$ cat src/rtl/mmio_wsel_if.sv
// Store bus and UART transmit handshake shared between the MEM stage and mmio_wsel.
interface mmio_wsel_if;
  logic [31:0] addr;
  logic [31:0] din;
  logic [3:0]  we;
  logic [7:0]  tx_data;
  logic        tx_valid;
  logic        tx_ready;

  modport master (output addr, din, we, tx_ready, input tx_data, tx_valid);
  modport slave  (input addr, din, we, tx_ready, output tx_data, tx_valid);
endinterface

$ cat src/rtl/mmio_wsel.sv
// Store-side address decode, memory write enables and MMIO register block (UART tx, counters, buttons, LEDs).
// Optional sticky bus-error flag enabled by defining MMIO_BUS_ERR_EN.
module mmio_wsel #(
  parameter int unsigned LED_W = 6,
  parameter int unsigned CNT_W = 32
) (
  input  logic             clk,
  input  logic             rst_n,
  mmio_wsel_if.slave       bus,
  input  logic             pc_in_bios,
  input  logic             inst_retire,
  output logic [3:0]       dmem_wea,
  output logic [3:0]       imem_wea,
  output logic             trmt_full,
  output logic [CNT_W-1:0] counter_cycle,
  output logic [CNT_W-1:0] counter_inst,
  output logic             buttons_rd_en,
  output logic [LED_W-1:0] leds
`ifdef MMIO_BUS_ERR_EN
  ,
  output logic             bus_err
`endif
);

  typedef enum logic {TX_IDLE, TX_PEND} tx_state_t;

  tx_state_t  tx_state, tx_next;
  logic       store;
  logic [3:0] region;
  logic [3:0] offset;
  logic       is_mmio;
  logic       wr_uart, wr_clear, wr_pop, wr_led;
  logic       uart_accept;
  logic [7:0] tx_data_q;
  logic       unused_bits;

  assign store   = |bus.we;
  assign region  = bus.addr[31:28];
  assign offset  = bus.addr[5:2];
  assign is_mmio = store && (region == 4'h8);

  assign wr_uart  = is_mmio && (offset == 4'h2);
  assign wr_clear = is_mmio && (offset == 4'h6);
  assign wr_pop   = is_mmio && (offset == 4'h9);
  assign wr_led   = is_mmio && (offset == 4'hC);

  // Only an idle transmitter takes a byte; this also drops stores in the acceptance cycle.
  assign uart_accept = wr_uart && (tx_state == TX_IDLE);

  assign unused_bits = ^{bus.din[31:8], bus.addr[27:6], bus.addr[1:0]};

  always_comb begin
    dmem_wea = '0;
    imem_wea = '0;
    if (store && ((region == 4'h1) || (region == 4'h3)))
      dmem_wea = bus.we;
    if (store && pc_in_bios && ((region == 4'h2) || (region == 4'h3)))
      imem_wea = bus.we;
  end

  always_ff @(posedge clk or negedge rst_n) begin
    if (!rst_n) tx_state <= TX_IDLE;
    else        tx_state <= tx_next;
  end

  always_comb begin
    tx_next = tx_state;
    unique case (tx_state)
      TX_IDLE: if (uart_accept)  tx_next = TX_PEND;
      TX_PEND: if (bus.tx_ready) tx_next = TX_IDLE;
      default: tx_next = TX_IDLE;
    endcase
  end

  always_comb begin
    bus.tx_valid = (tx_state == TX_PEND);
    trmt_full    = (tx_state == TX_PEND);
    bus.tx_data  = tx_data_q;
  end

  always_ff @(posedge clk or negedge rst_n) begin
    if (!rst_n) begin
      tx_data_q     <= '0;
      buttons_rd_en <= 1'b0;
      leds          <= '0;
    end else begin
      if (uart_accept) tx_data_q <= bus.din[7:0];
      buttons_rd_en <= wr_pop;
      if (wr_led) leds <= bus.din[LED_W-1:0];
    end
  end

  always_ff @(posedge clk or negedge rst_n) begin
    if (!rst_n) begin
      counter_cycle <= '0;
      counter_inst  <= '0;
    end else if (wr_clear) begin
      counter_cycle <= '0;
      counter_inst  <= '0;
    end else begin
      counter_cycle <= counter_cycle + CNT_W'(1);
      if (inst_retire) counter_inst <= counter_inst + CNT_W'(1);
    end
  end

`ifdef MMIO_BUS_ERR_EN
  logic err_set, err_clr;

  // BIOS counts as a bad target here, so it is left out of the mapped set.
  assign err_set = store && (!(region inside {4'h1, 4'h2, 4'h3, 4'h8})
                   || (is_mmio && !(offset inside {4'h2, 4'h6, 4'h9, 4'hC, 4'hF}))
                   || (!pc_in_bios && ((region == 4'h2) || (region == 4'h3))));
  assign err_clr = is_mmio && (offset == 4'hF);

  always_ff @(posedge clk or negedge rst_n) begin
    if (!rst_n)       bus_err <= 1'b0;
    else if (err_set) bus_err <= 1'b1;
    else if (err_clr) bus_err <= 1'b0;
  end
`endif

endmodule

$ cat src/flat_wrapper.sv
// flat-port wrapper written by rule: the top's interface ports become plain ports
module mmio_wsel_flat 
#(
  parameter int unsigned LED_W = 6,
  parameter int unsigned CNT_W = 32
)
  (clk, rst_n, pc_in_bios, inst_retire, dmem_wea, imem_wea, trmt_full, counter_cycle, counter_inst, buttons_rd_en, leds, bus_addr, bus_din, bus_we, bus_tx_ready, bus_tx_data, bus_tx_valid);
  mmio_wsel_if bus_i ();
  input  logic clk;
  input  logic rst_n;
  input  logic pc_in_bios;
  input  logic inst_retire;
  output logic [3:0] dmem_wea;
  output logic [3:0] imem_wea;
  output logic trmt_full;
  output logic [CNT_W-1:0] counter_cycle;
  output logic [CNT_W-1:0] counter_inst;
  output logic buttons_rd_en;
  output logic [LED_W-1:0] leds;
  input wire logic [$bits(bus_i.addr)-1:0] bus_addr;
  input wire logic [$bits(bus_i.din)-1:0] bus_din;
  input wire logic [$bits(bus_i.we)-1:0] bus_we;
  input wire logic [$bits(bus_i.tx_ready)-1:0] bus_tx_ready;
  output wire logic [$bits(bus_i.tx_data)-1:0] bus_tx_data;
  output wire logic [$bits(bus_i.tx_valid)-1:0] bus_tx_valid;
  assign bus_i.addr = bus_addr;
  assign bus_i.din = bus_din;
  assign bus_i.we = bus_we;
  assign bus_i.tx_ready = bus_tx_ready;
  assign bus_tx_data = bus_i.tx_data;
  assign bus_tx_valid = bus_i.tx_valid;
  mmio_wsel #(.LED_W(LED_W), .CNT_W(CNT_W)) u_core (.clk(clk), .rst_n(rst_n), .bus(bus_i), .pc_in_bios(pc_in_bios), .inst_retire(inst_retire), .dmem_wea(dmem_wea), .imem_wea(imem_wea), .trmt_full(trmt_full), .counter_cycle(counter_cycle), .counter_inst(counter_inst), .buttons_rd_en(buttons_rd_en), .leds(leds));
endmodule
$ cat config.mk
export PLATFORM = sky130hd
export DESIGN_NAME = mmio_wsel_flat
export DESIGN_NICKNAME = d
export VERILOG_FILES = /design/src/rtl/mmio_wsel_if.sv /design/src/rtl/mmio_wsel.sv /design/src/flat_wrapper.sv
export SDC_FILE = /design/constraint.sdc
export NUM_CORES = 1
export LEC_CHECK = 0
export CORE_UTILIZATION = 44
export CTS_CLUSTER_DIAMETER = 200
export CTS_CLUSTER_SIZE = 10
export DETAILED_ROUTE_END_ITERATION = 16
export GPL_TIMING_DRIVEN = 0
export PLACE_DENSITY = 0.89
export SYNTH_ARGS = -nofsm -noshare
export SYNTH_HDL_FRONTEND = slang
export SYNTH_SLANG_ARGS = --single-unit
$ cat constraint.sdc
create_clock -name clk -period 2.4 [get_ports clk]
set_input_delay 0.36 -clock clk [delete_from_list [all_inputs] [get_ports clk]]
set_output_delay 0.36 -clock clk [all_outputs]
set_load 0.005 [all_outputs]
# Word level (Yosys, flattened, before mapping)
# Index checks and enable logic that the tools add are counted.
[word_totals] elab_cells=38 in_bits=73 ff_bits=80 out_inout_bits=89
[op_classes] add_sub_neg=2 reduce_logical=13 n_mux=8 n_eq_ne=8 n_bitwise=1
[op_table] cell="$mux 32" count=3
[op_table] cell="$add 32x1->32 const B" count=2
[op_table] cell="$eq 4x2->1 const B" count=3
[op_table] cell="$eq 4x4->1 const B" count=3
[op_table] cell="$logic_and 1x1->1" count=9
[op_table] cell="$mux 4" count=2
[op_table] cell="$eq 4x1->1 const B" count=1
[op_table] cell="$eq 4x3->1 const B" count=1
[op_table] cell="$reduce_or 4->1" count=1
[op_table] cell="$logic_or 1x1->1" count=2
[op_table] cell="$mux 1" count=2
[op_table] cell="$pmux 1 s2" count=1
[op_table] cell="$reduce_bool 2->1" count=1
[op_table] cell="$not 1->1" count=1

# Logic depth before layout (Yosys ltp)
[logic_depth] word_depth=6 ltp_mapped=7 mapped_depth_nobuf=5

# Worst setup path before layout
# No wires, ideal clock.
[synth_path] path_type="input to register" startpoint="input bus_addr[29]" endpoint="register u_core.tx_data_q[0] (netlist: u_core.bus.tx_data[0])" path_stages=5 arrival_time_ns=2.096 setup_ns=0.125 path_slack_ns=0.179 path_buffers=1 required_ns=2.275 cell_sequence="or3b_1 or4_4 or4_4 buf_6 mux2_4"
[synth_between] elab_chain_cells=4
[synth_rtl] item="from (decl)" line="flat_wrapper.sv:20" rtl="input wire logic [$bits(bus_i.addr)-1:0] bus_addr;"
[synth_rtl] item="$eq 4x4->1" line="mmio_wsel.sv:40" rtl="assign is_mmio = store && (region == 4'h8);"
[synth_rtl] item="$logic_and 1x1->1" line="mmio_wsel.sv:40"
[synth_rtl] item="$logic_and 1x1->1" line="mmio_wsel.sv:42" rtl="assign wr_uart = is_mmio && (offset == 4'h2);"
[synth_rtl] item="$logic_and 1x1->1" line="mmio_wsel.sv:48" rtl="assign uart_accept = wr_uart && (tx_state == TX_IDLE);"
[synth_rtl] item="to (signal assigned)" line="mmio_wsel.sv:87" rtl="if (uart_accept) tx_data_q <= bus.din[7:0];"
[synth_rtl] item="to (decl)" line="mmio_wsel.sv:34" rtl="logic [7:0] tx_data_q;"
# Every way passes these cells.
# A chain may end at the register's enable or synchronous reset.

# Worst setup path after layout
[layout_path] startpoint="input bus_addr[31]" endpoint="register u_core.tx_data_q[1] (netlist: u_core.bus.tx_data[1])"
# Same word-level chain as after synthesis.

==> results.ini <==
[outcome]
outcome = finished with violations
violated_checks = design-rule violations

[logic_synthesis]
yosys_warnings = 0
async_flop_share_pct = 100.0
ys_ff_latch = 80
seq_area_frac_synth_pct = 49.26
synth_compound_area_share_pct = 11.67
synth_cells = 405
ys_dominant_reg_cell = sky130_fd_sc_hd__dfrtp_1
dominant_combinational_cell_family_by_area_after_synthesis = simple AND/OR/NAND/NOR gates
yosys.area_share.adder_pct = 0.6158
netlist_area_before_placement_mm2 = 0.004064
netlist-cell-type-count = 37
synth_xor_xnor_area_share_pct = 4.741
synth.avg_cell_area_um2 = 10.03
synthesis.nets = 480
post_synth_mux_area_share_pct = 4.865
synth-simple-area-share_pct = 25.68
synth_edf_count = 0

[clock_network]
cts_post_setup_buffers_inserted = 0
tritoncts.num_buffers = 9
number_of_clock_sinks = 80
cts_tree = yes
clk_pin_slew_worst_paths_ns = 0.08
htreeDepth = 3
worstSkewPairLatency_ns = 0.35
clock_tree.buffer_depth = 2
clockRootBuffer = sky130_fd_sc_hd__clkbuf_8

[layout]
layout-area-overhead-vs-synth_pct = 37.78
regArea_mm2 = 0.002002
final_util_pct = 63.28
layout-drive-gt1-share_pct = 9.568
antenna_cells_inserted = 0
multiInputGateArea_mm2 = 0.001979
layout.nets = 603
fillCellCount = 744

[timing]
worst_slew_slack_as_a_fraction_of_its_limit_pct = 66.62
final_max_slew_viol_count = 0
max_freq_mhz = 430.2
timing.final.setup_violations = 0
setup_slack_ns = 0.07537
hold_viol_final = 0
finalCriticalPeriod_ns = 2.325
clock_skew_ns = 0.01275
final.period_utilization_pct = 96.86
worst_slew_pin_slew_ns = 0.4991
holdWs_ns = 0.4938

[setup_path]
worst_ep_required_time_ns = 2.63
critical_path.max_fanout = 5
kind_of_critical_path = input pin to flop
worstSetupStartpointType = input pin
worst_ep_arrival_time_ns = 2.56
worst_setup_path_end_kind = flop

[die]
rows = 34
die_height_um = 98.11
design.die.area_mm2 = 0.009625
core-area_mm2 = 0.008848
io_pins = 162
initial_utilization_pct = 45.93
chipWidth_um = 98.11

[placement]
post-place-ws_ns = -0.6771
place.gp.congestion = 0.8528
io_buffers = 113
place.detailed.hpwl_um = 7863

[global_routing]
track_usage_pct = 23.85
grt_max_degree = 45
first_pass_grt_wire_length_um = 18340
overflow_left_after_global_routing = 0
grt_antenna_before_repair = 0
grt_pass1_vias = 3767

[pwr]
power_density_mw_per_mm2 = 687.0
static-leakage-power_nw = 2.261
irDropWorstVdd_v = 0.0003915

[route]
drt_first_iter_violations = 223
ant_nets = 0
via_count = 3845
firstDrtPassIters = 11
drt_drc_violations_left = 6
detail_route.wirelength_um = 11000
post_drt_wl_per_cell_um = 17.15
avgViaCountPerCell = 5.998

[hold_path]
timing.hold.worst.class = flop to flop

[job]
max-cap-violations = 0

-- critical path, stage by stage --
cell,delay (ns)
sky130_fd_sc_hd__dlygate4sd2_1,0.28
sky130_fd_sc_hd__or3b_1,0.39
sky130_fd_sc_hd__or4_4,0.57
sky130_fd_sc_hd__or4_4,0.63
sky130_fd_sc_hd__mux2_4,0.33
-- registers in the layout, indices dropped and copies added, names as in the netlist --
signal / count
u_core.leds: 6
u_core.bus.tx_valid: 1
u_core.counter_cycle: 32
u_core.buttons_rd_en: 1
u_core.counter_inst: 32
u_core.bus.tx_data: 8
-- routing by layer --
| layer | vias to the layer above | global-route usage [%] | part of all wire, % |
|---|---|---|---|
| met3 | 16 | 3.865 | 6.5 |
| li1 | 1775 | - | - |
| met1 | 1871 | 30.15 | 41 |
| met5 | - | 0 | 0 |
| met2 | 183 | 40.68 | 51 |
| met4 | 0 | 9.790 | 1.5 |
-- cells in the mapped netlist, types with 2 or more instances --
cell type,count,area share (%)
sky130_fd_sc_hd__and2_1,12,1.8
sky130_fd_sc_hd__ha_1,2,0.62
sky130_fd_sc_hd__or4_4,2,0.55
sky130_fd_sc_hd__or4b_2,4,0.99
sky130_fd_sc_hd__nor4_1,2,0.31
sky130_fd_sc_hd__xor2_1,16,3.4
sky130_fd_sc_hd__clkbuf_1,21,1.9
sky130_fd_sc_hd__a21oi_1,39,4.8
sky130_fd_sc_hd__or4_1,23,4.2
sky130_fd_sc_hd__nand3_1,26,3.2
sky130_fd_sc_hd__nand2b_1,2,0.31
sky130_fd_sc_hd__mux2_4,8,3.0
sky130_fd_sc_hd__and4_1,11,2.4
sky130_fd_sc_hd__o21ai_0,11,1.4
sky130_fd_sc_hd__nand4_1,17,2.6
sky130_fd_sc_hd__o31ai_1,24,4.4
sky130_fd_sc_hd__mux2_2,5,1.4
sky130_fd_sc_hd__inv_1,7,0.65
sky130_fd_sc_hd__xnor2_1,6,1.3
sky130_fd_sc_hd__and3_1,12,1.8
sky130_fd_sc_hd__o41ai_1,5,1.1
sky130_fd_sc_hd__dfrtp_1,80,49
sky130_fd_sc_hd__nand2_1,23,2.1
sky130_fd_sc_hd__nor2_1,24,2.2
sky130_fd_sc_hd__or3_1,11,1.7
-- per-stage QoR --
step	TNS [ns]	power (mW)	instance area [µm²]	instances
3_5_place_dp	-43.86	2.773	5348	627
5_1_grt	-0.01177	4.048	5599	641
2_1_floorplan	0	2.127	4064	405
4_1_cts	0	3.863	5588	644
6_report	0	3.847	5599	641
3_3_place_gp	-189.00	2.721	5330	626
-- where the power goes --
part	leakage, nW	total (mW)	switching, mW	internal (mW)
combinational	1.09	0.928	0.358	0.570
clock	0.104	1.09	0.502	0.588
sequential	1.06	1.83	0.273	1.56
-- kinds of logic (layout without fill, tap and decap cells) --
logic type	count (synthesis)	count (layout)
flip-flops	80	80
multiplexers	15	15
buffers and inverters	31	158
AND/OR/NAND/NOR	176	177
XOR/XNOR	22	22
adder cells (fa/ha/maj)	2	2
AO/OA/AOI/OAI	79	79
-- cell usage in the layout, fill, tap and decap left out, types with 3 or more instances in the layout --
cell / instances
sky130_fd_sc_hd__a21oi_1: 39
sky130_fd_sc_hd__and2_1: 12
sky130_fd_sc_hd__and3_1: 12
sky130_fd_sc_hd__and4_1: 9
sky130_fd_sc_hd__clkbuf_1: 13
sky130_fd_sc_hd__clkbuf_2: 7
sky130_fd_sc_hd__clkbuf_8: 9
sky130_fd_sc_hd__clkdlybuf4s50_1: 109
sky130_fd_sc_hd__dfrtp_1: 80
sky130_fd_sc_hd__dlygate4sd2_1: 3
sky130_fd_sc_hd__inv_1: 7
sky130_fd_sc_hd__mux2_2: 5
sky130_fd_sc_hd__mux2_4: 8
sky130_fd_sc_hd__nand2_1: 23
sky130_fd_sc_hd__nand3_1: 26
sky130_fd_sc_hd__nand4_1: 17
sky130_fd_sc_hd__nor2_1: 24
sky130_fd_sc_hd__o21ai_0: 11
sky130_fd_sc_hd__o31ai_1: 24
sky130_fd_sc_hd__o41ai_1: 5
sky130_fd_sc_hd__or3_1: 11
sky130_fd_sc_hd__or4_1: 23
sky130_fd_sc_hd__or4_4: 3
sky130_fd_sc_hd__or4b_2: 4
sky130_fd_sc_hd__xnor2_1: 6
sky130_fd_sc_hd__xor2_1: 16
-- path summary, 6_finish.rpt --
path	depth (start not counted)	slack [ns]	end	from
setup / recovery	5	0.08	u_core.bus.tx_data[1]	bus_addr[31]
hold / removal	1	0.49	u_core.leds[3]	u_core.leds[3]
setup reg to reg	6	0.17	u_core.counter_cycle[27]	u_core.counter_cycle[7]
hold reg to reg	1	0.49	u_core.leds[3]	u_core.leds[3]
max in group asynchronous	3	1.28	u_core.bus.tx_data[5]	rst_n
min in group asynchronous	2	0.51	u_core.counter_cycle[26]	rst_n
-- cell type report --
type                    instances  area share [%]
plain buffers                  20           1.587
clock buffers                  11           2.346
clock inverters                 5           1.453
inverters                       7          0.4693
multi-input cells             295           35.35
flip-flops and latches         80           35.75
well taps                     108           2.413
repair buffers                115           20.63
-- repair_timing --
action / 4_1_cts / 5_1_grt
gates resized for setup: 9 / 14
hold buffers: 1 / 0
hold endpoints to repair: 36 / 0
setup endpoints to repair: 72 / 61
pin swaps: 3 / 1
cloned: 1 / 0
Power figures use the tool's default switching activity.
==> RTL change 1, RTL diff (same settings) <==
`CNT_W` is set to 32 in 2 places; all go to 36.
--- a/src/rtl/mmio_wsel.sv
+++ b/src/rtl/mmio_wsel.sv
@@ -3,5 +3,5 @@
 module mmio_wsel #(
   parameter int unsigned LED_W = 6,
-  parameter int unsigned CNT_W = 32
+  parameter int unsigned CNT_W = 36
 ) (
   input  logic             clk,
--- a/src/flat_wrapper.sv
+++ b/src/flat_wrapper.sv
@@ -3,5 +3,5 @@
 #(
   parameter int unsigned LED_W = 6,
-  parameter int unsigned CNT_W = 32
+  parameter int unsigned CNT_W = 36
 )
   (clk, rst_n, pc_in_bios, inst_retire, dmem_wea, imem_wea, trmt_full, counter_cycle, counter_inst, buttons_rd_en, leds, bus_addr, bus_din, bus_we, bus_tx_ready, bus_tx_data, bus_tx_valid);
Ports: changed (resized counter_cycle and counter_inst); port bits go from 162 to 170. No check against the original RTL was run, so the function may have changed too.
==> RTL change 1 against the original RTL <==
The flow finishes with violations (hold timing). Worst setup slack improved by 13 ps. Routed wire length down 7.1%. Cell area grew 6.0%. Total power up 6.5%. Global-route usage decreased by 2.8 points. Register-to-register slack gained 110 ps. Count of clock-buffer cells in the layout fell by 1. Utilization about the same. Non-clock buffer count grew 1. Via count decreased by 7.6%. Critical path depth is the same. Synthesized area increased by 5.8%. Sequential cell count up 8. Largest cell class unchanged. Highest routed layer unchanged.
==> RTL change 1: results (changes against the original RTL) <==
* P_leak at 0.00257 uW (was 0.00226 uW)
* Reg2reg end: u_core.counter_cycle[25] (was u_core.counter_cycle[27])
* Largest net degree at the start of global routing at 47 (was 45)
* Pre-CTS WS at -64.1 ps (was -677 ps)
* Final net count at 628 (was 603)
* Top Layer Used: met4 (unchanged)
* WHS at -13.5 ps (was 494 ps)
* XOR/XNOR share of the synthesized area at 0.140 (was 0.0474)
* Crit path to: imem_wea[2] (was u_core.bus.tx_data[1])
* Final-report hold violation count at 3 (was 0)
* Max VDD drop at 467 uV (was 391 uV)
* Met1 WL at 4370 microns (was 4550 microns)
* HPWL Detailed at 7560 microns (was 7860 microns)
* Share of cells above drive strength 1 at 0.0916 (was 0.0957)
* Syn_area_per_cell at 10.2 sq um (was 10.0 sq um)
* Synth Area in Compound Gates at 0.00116 (was 0.117)
* Mapped Nets at 495 (was 480)
* Initial DRC count at 140 (was 223)
* Adder-cell share of the synthesized area at 0.00582 (was 0.00616)
* Met3 usage at 0.0562 (was 0.0387)
* Rel. slew slack at 0.447 (was 0.666)
* Non-Filler Instances at 686 (was 641)
* Seq. cell area at 2200 sq um (was 2000 sq um)
* Met2 usage at 0.348 (was 0.407)
* Reg2Reg Depth at 5 (was 6)
* Total track usage at 0.210 (was 0.238)
* Crit path DAT at 1950 ps (was 2560 ps)
* Critical path origin: bus_we[1] (was bus_addr[31])
* Clock Pin Slew Worst Setup and Hold Paths at 100 ps (was 80 ps)
* Synth unique cells at 33 (was 37)
* Top Family by Delay on Critical Path: buffers and inverters (was simple AND/OR/NAND/NOR gates)
* Post-synthesis sequential area ratio at 0.512 (was 0.493)
* 1st-pass router iterations at 4 (was 11)
* Final wirelength at 10200 microns (was 11000 microns)
* Fin crit period at 2310 ps (was 2320 ps)
* Area after DPL at 5700 sq um (was 5350 sq um)
* Critical Path Fanout Max at 4 (was 5)
* Port Buf Inserts at 121 (was 113)
* Slowest cell on crit path: clkdlybuf4s50_1 (was or4_4)
* WL met3 at 713 microns (was 716 microns)
* Gpl congestion at 0.863 (was 0.853)
* Violated checks: hold timing (was DRC)
* Flop-to-flop setup slack at 280 ps (was 170 ps)
* Clock Skew at 12.8 ps (about the same)
* Status: complete, but fails checks (unchanged)
* Largest stage delay, worst path at 450 ps (was 630 ps)
[RTL change 1: cell types whose count changed after synthesis, sizes merged, moves of 10 or more]
cell,delta
o31ai,-24
a21oi,-39
or4,-24
or3,-11
o21ai,-10
xor2,+37
nand4,+16
xnor2,+10
nor2,+63
clkbuf,-19
[RTL change 1: area by class of cell]
| class | instances | area share |
|---|---|---|
| multi-input cells | 309 | 0.338 |
| clock inverters | 5 | 0.0137 |
| inverters | 9 | 0.00569 |
| well taps | 129 | 0.0272 |
| clock buffers | 10 | 0.0215 |
| plain buffers | 14 | 0.0145 |
| flip-flops and latches | 88 | 0.371 |
| repair buffers | 122 | 0.208 |
[RTL change 1: where the power goes]
part	switching [uW]	internal [uW]	total (uW)
Combinational	355	616	971
Sequential	309	1710	2020
Clock	522	584	1110
[RTL change 1: repair_timing]
item,CTS,global route
gates cloned,0,0
pin swaps,0,2
setup endpoints to repair,4,7
gates resized for setup,1,3
==> RTL change 2, RTL diff (config.mk and constraints unchanged) <==
Made on the original files. Put one more register stage on the output `counter_inst`. The value now appears one clock later. The other outputs are not delayed to match.
--- a/src/rtl/mmio_wsel.sv
+++ b/src/rtl/mmio_wsel.sv
@@ -24,4 +24,6 @@
 
   typedef enum logic {TX_IDLE, TX_PEND} tx_state_t;
+
+  logic [CNT_W-1:0] counter_inst_s0;
 
   tx_state_t  tx_state, tx_next;
@@ -94,11 +96,11 @@
     if (!rst_n) begin
       counter_cycle <= '0;
-      counter_inst  <= '0;
+      counter_inst_s0 <= '0;
     end else if (wr_clear) begin
       counter_cycle <= '0;
-      counter_inst  <= '0;
+      counter_inst_s0 <= '0;
     end else begin
       counter_cycle <= counter_cycle + CNT_W'(1);
-      if (inst_retire) counter_inst <= counter_inst + CNT_W'(1);
+      if (inst_retire) counter_inst_s0 <= counter_inst_s0 + CNT_W'(1);
     end
   end
@@ -120,4 +122,8 @@
 `endif
 
+  always_ff @(posedge clk) begin
+    counter_inst <= counter_inst_s0;
+  end
+
 endmodule
 
Formal check against the unedited RTL: not equivalent (Yosys sat finds a counterexample within 4 cycles, from zero or initial values and one cycle with rst_n low).
==> RTL change 2 against the original RTL <==
First-iteration DRC count is 59% lower. Via count is 9.3% lower. Synthesized area is 14% higher. Clock skew is 1.0 ps lower. Routed wire length is 10% lower. Critical path depth is 1 lower. Synthesized cell count is 3.5% higher. Die area is 14% higher. Cell area is 11% higher. Non-clock buffer count is 1 lower. Total power is 15% higher. Sequential cell count is 32 higher. Worst setup slack better by 74 ps. Highest routed layer unchanged.
==> RTL change 2: results (changes against the original RTL) <==
* Synth Area in Compound Gates at 0.00431 (was 0.117)
* Post-synthesis sequential area ratio at 0.569 (was 0.493)
* Clock Pin Slew Worst Setup and Hold Paths at 110 ps (was 80 ps)
* Largest net degree at the start of global routing at 46 (was 45)
* HPWL Detailed at 7050 microns (was 7860 microns)
* P_leak at 0.00255 uW (was 0.00226 uW)
* Post-CTS Resized at 1 (was 9)
* Mapped Nets at 494 (was 480)
* Adder-cell share of the synthesized area at 0.00538 (was 0.00616)
* Clock Skew at 11.7 ps (was 12.8 ps)
* Number of global-route vias before repair at 3488 (was 3767)
* Post-synth ARST share at 0.714 (was 1.00)
* Top Family by Delay on Critical Path: buffers and inverters (was simple AND/OR/NAND/NOR gates)
* Hold Path Depth at 0 (was 1)
* Crit path DAT at 1890 ps (was 2560 ps)
* Commonest cells post-synth: dfrtp_1, nor2_1, xnor2_1 (was dfrtp_1, a21oi_1, nand3_1)
* Clock power share at 0.244 (was 0.283)
* Final wirelength at 9860 microns (was 11000 microns)
* Antenna violations before repair at 0 (unchanged)
* Share of cells above drive strength 1 at 0.105 (was 0.0957)
* Seq. pwr at 2440 uW (was 1830 uW)
* DR WL/cell at 14.3 microns (was 17.2 microns)
* Worst skew pair latency at 380 ps (was 350 ps)
* Synth unique cells at 42 (was 37)
* Synth Instances at 419 (was 405)
* Tot Pwr at 4430 uW (was 3850 uW)
* Slowest cell on crit path: clkdlybuf4s50_1 (was or4_4)
* Clock Tree Buf Depth at 2 (unchanged)
* Rel. slew slack at 0.536 (was 0.666)
* Pre-CTS WS at -225 ps (was -677 ps)
* Final net count at 624 (was 603)
* Reg2Reg Depth at 7 (was 6)
* Psw at 1300 uW (was 1130 uW)
* Total track usage at 0.194 (was 0.238)
* Status: complete, no violations (was complete, but fails checks)
* XOR/XNOR share of the synthesized area at 0.111 (was 0.0474)
* First-pass GRT wire length at 16900 microns (was 18300 microns)
* Largest stage delay, worst path at 500 ps (was 630 ps)
* Vias per Instance at 5.05 (was 6.00)
* Largest cells by area after synthesis: dfrtp_1, dfxtp_1, xnor2_1 (was dfrtp_1, a21oi_1, o31ai_1)
* Max VDD drop at 362 uV (was 391 uV)
* Area after DPL at 5970 sq um (was 5350 sq um)
* Critical Path Fanout Max at 4 (was 5)
* Number of CTS-inserted buffers at 9 (unchanged)
* Placed Instances at 669 (was 627)
* Initial DRC count at 91 (was 223)
* 1st-pass router iterations at 4 (was 11)
* Gpl congestion at 0.804 (was 0.853)
* Post-synthesis mux area share at 0.0361 (was 0.0486)
-- RTL change 2: cell type report --
class                   instances  area [sq um]
fillers                       849          4070
flip-flops and latches        112          2640
multi-input cells             279          1880
repair buffers                119          1190
well taps                     136           170
clock buffers                  10           128
plain buffers                  15          88.8
clock inverters                 6          62.6
inverters                      13          48.8
-- RTL change 2: layer usage --
layer,wire length [microns],global-route usage
met3,612,0.0543
met4,130,0.0714
met1,4370,0.251
met5,0,0
met2,4740,0.309
-- RTL change 2: path summary, 6_finish.rpt --
check,from,endpoint,slack [ps]
max in group asynchronous,rst_n,u_core.counter_cycle[7],1300
min in group asynchronous,rst_n,u_core.counter_inst_s0[20],490
worst max register to register,u_core.counter_inst_s0[8],u_core.counter_inst_s0[21],360
worst min-delay path,u_core.counter_inst_s0[31],u_core.counter_inst[31],420
worst max-delay path,bus_addr[31],imem_wea[3],150
worst min register to register,u_core.counter_inst_s0[31],u_core.counter_inst[31],420
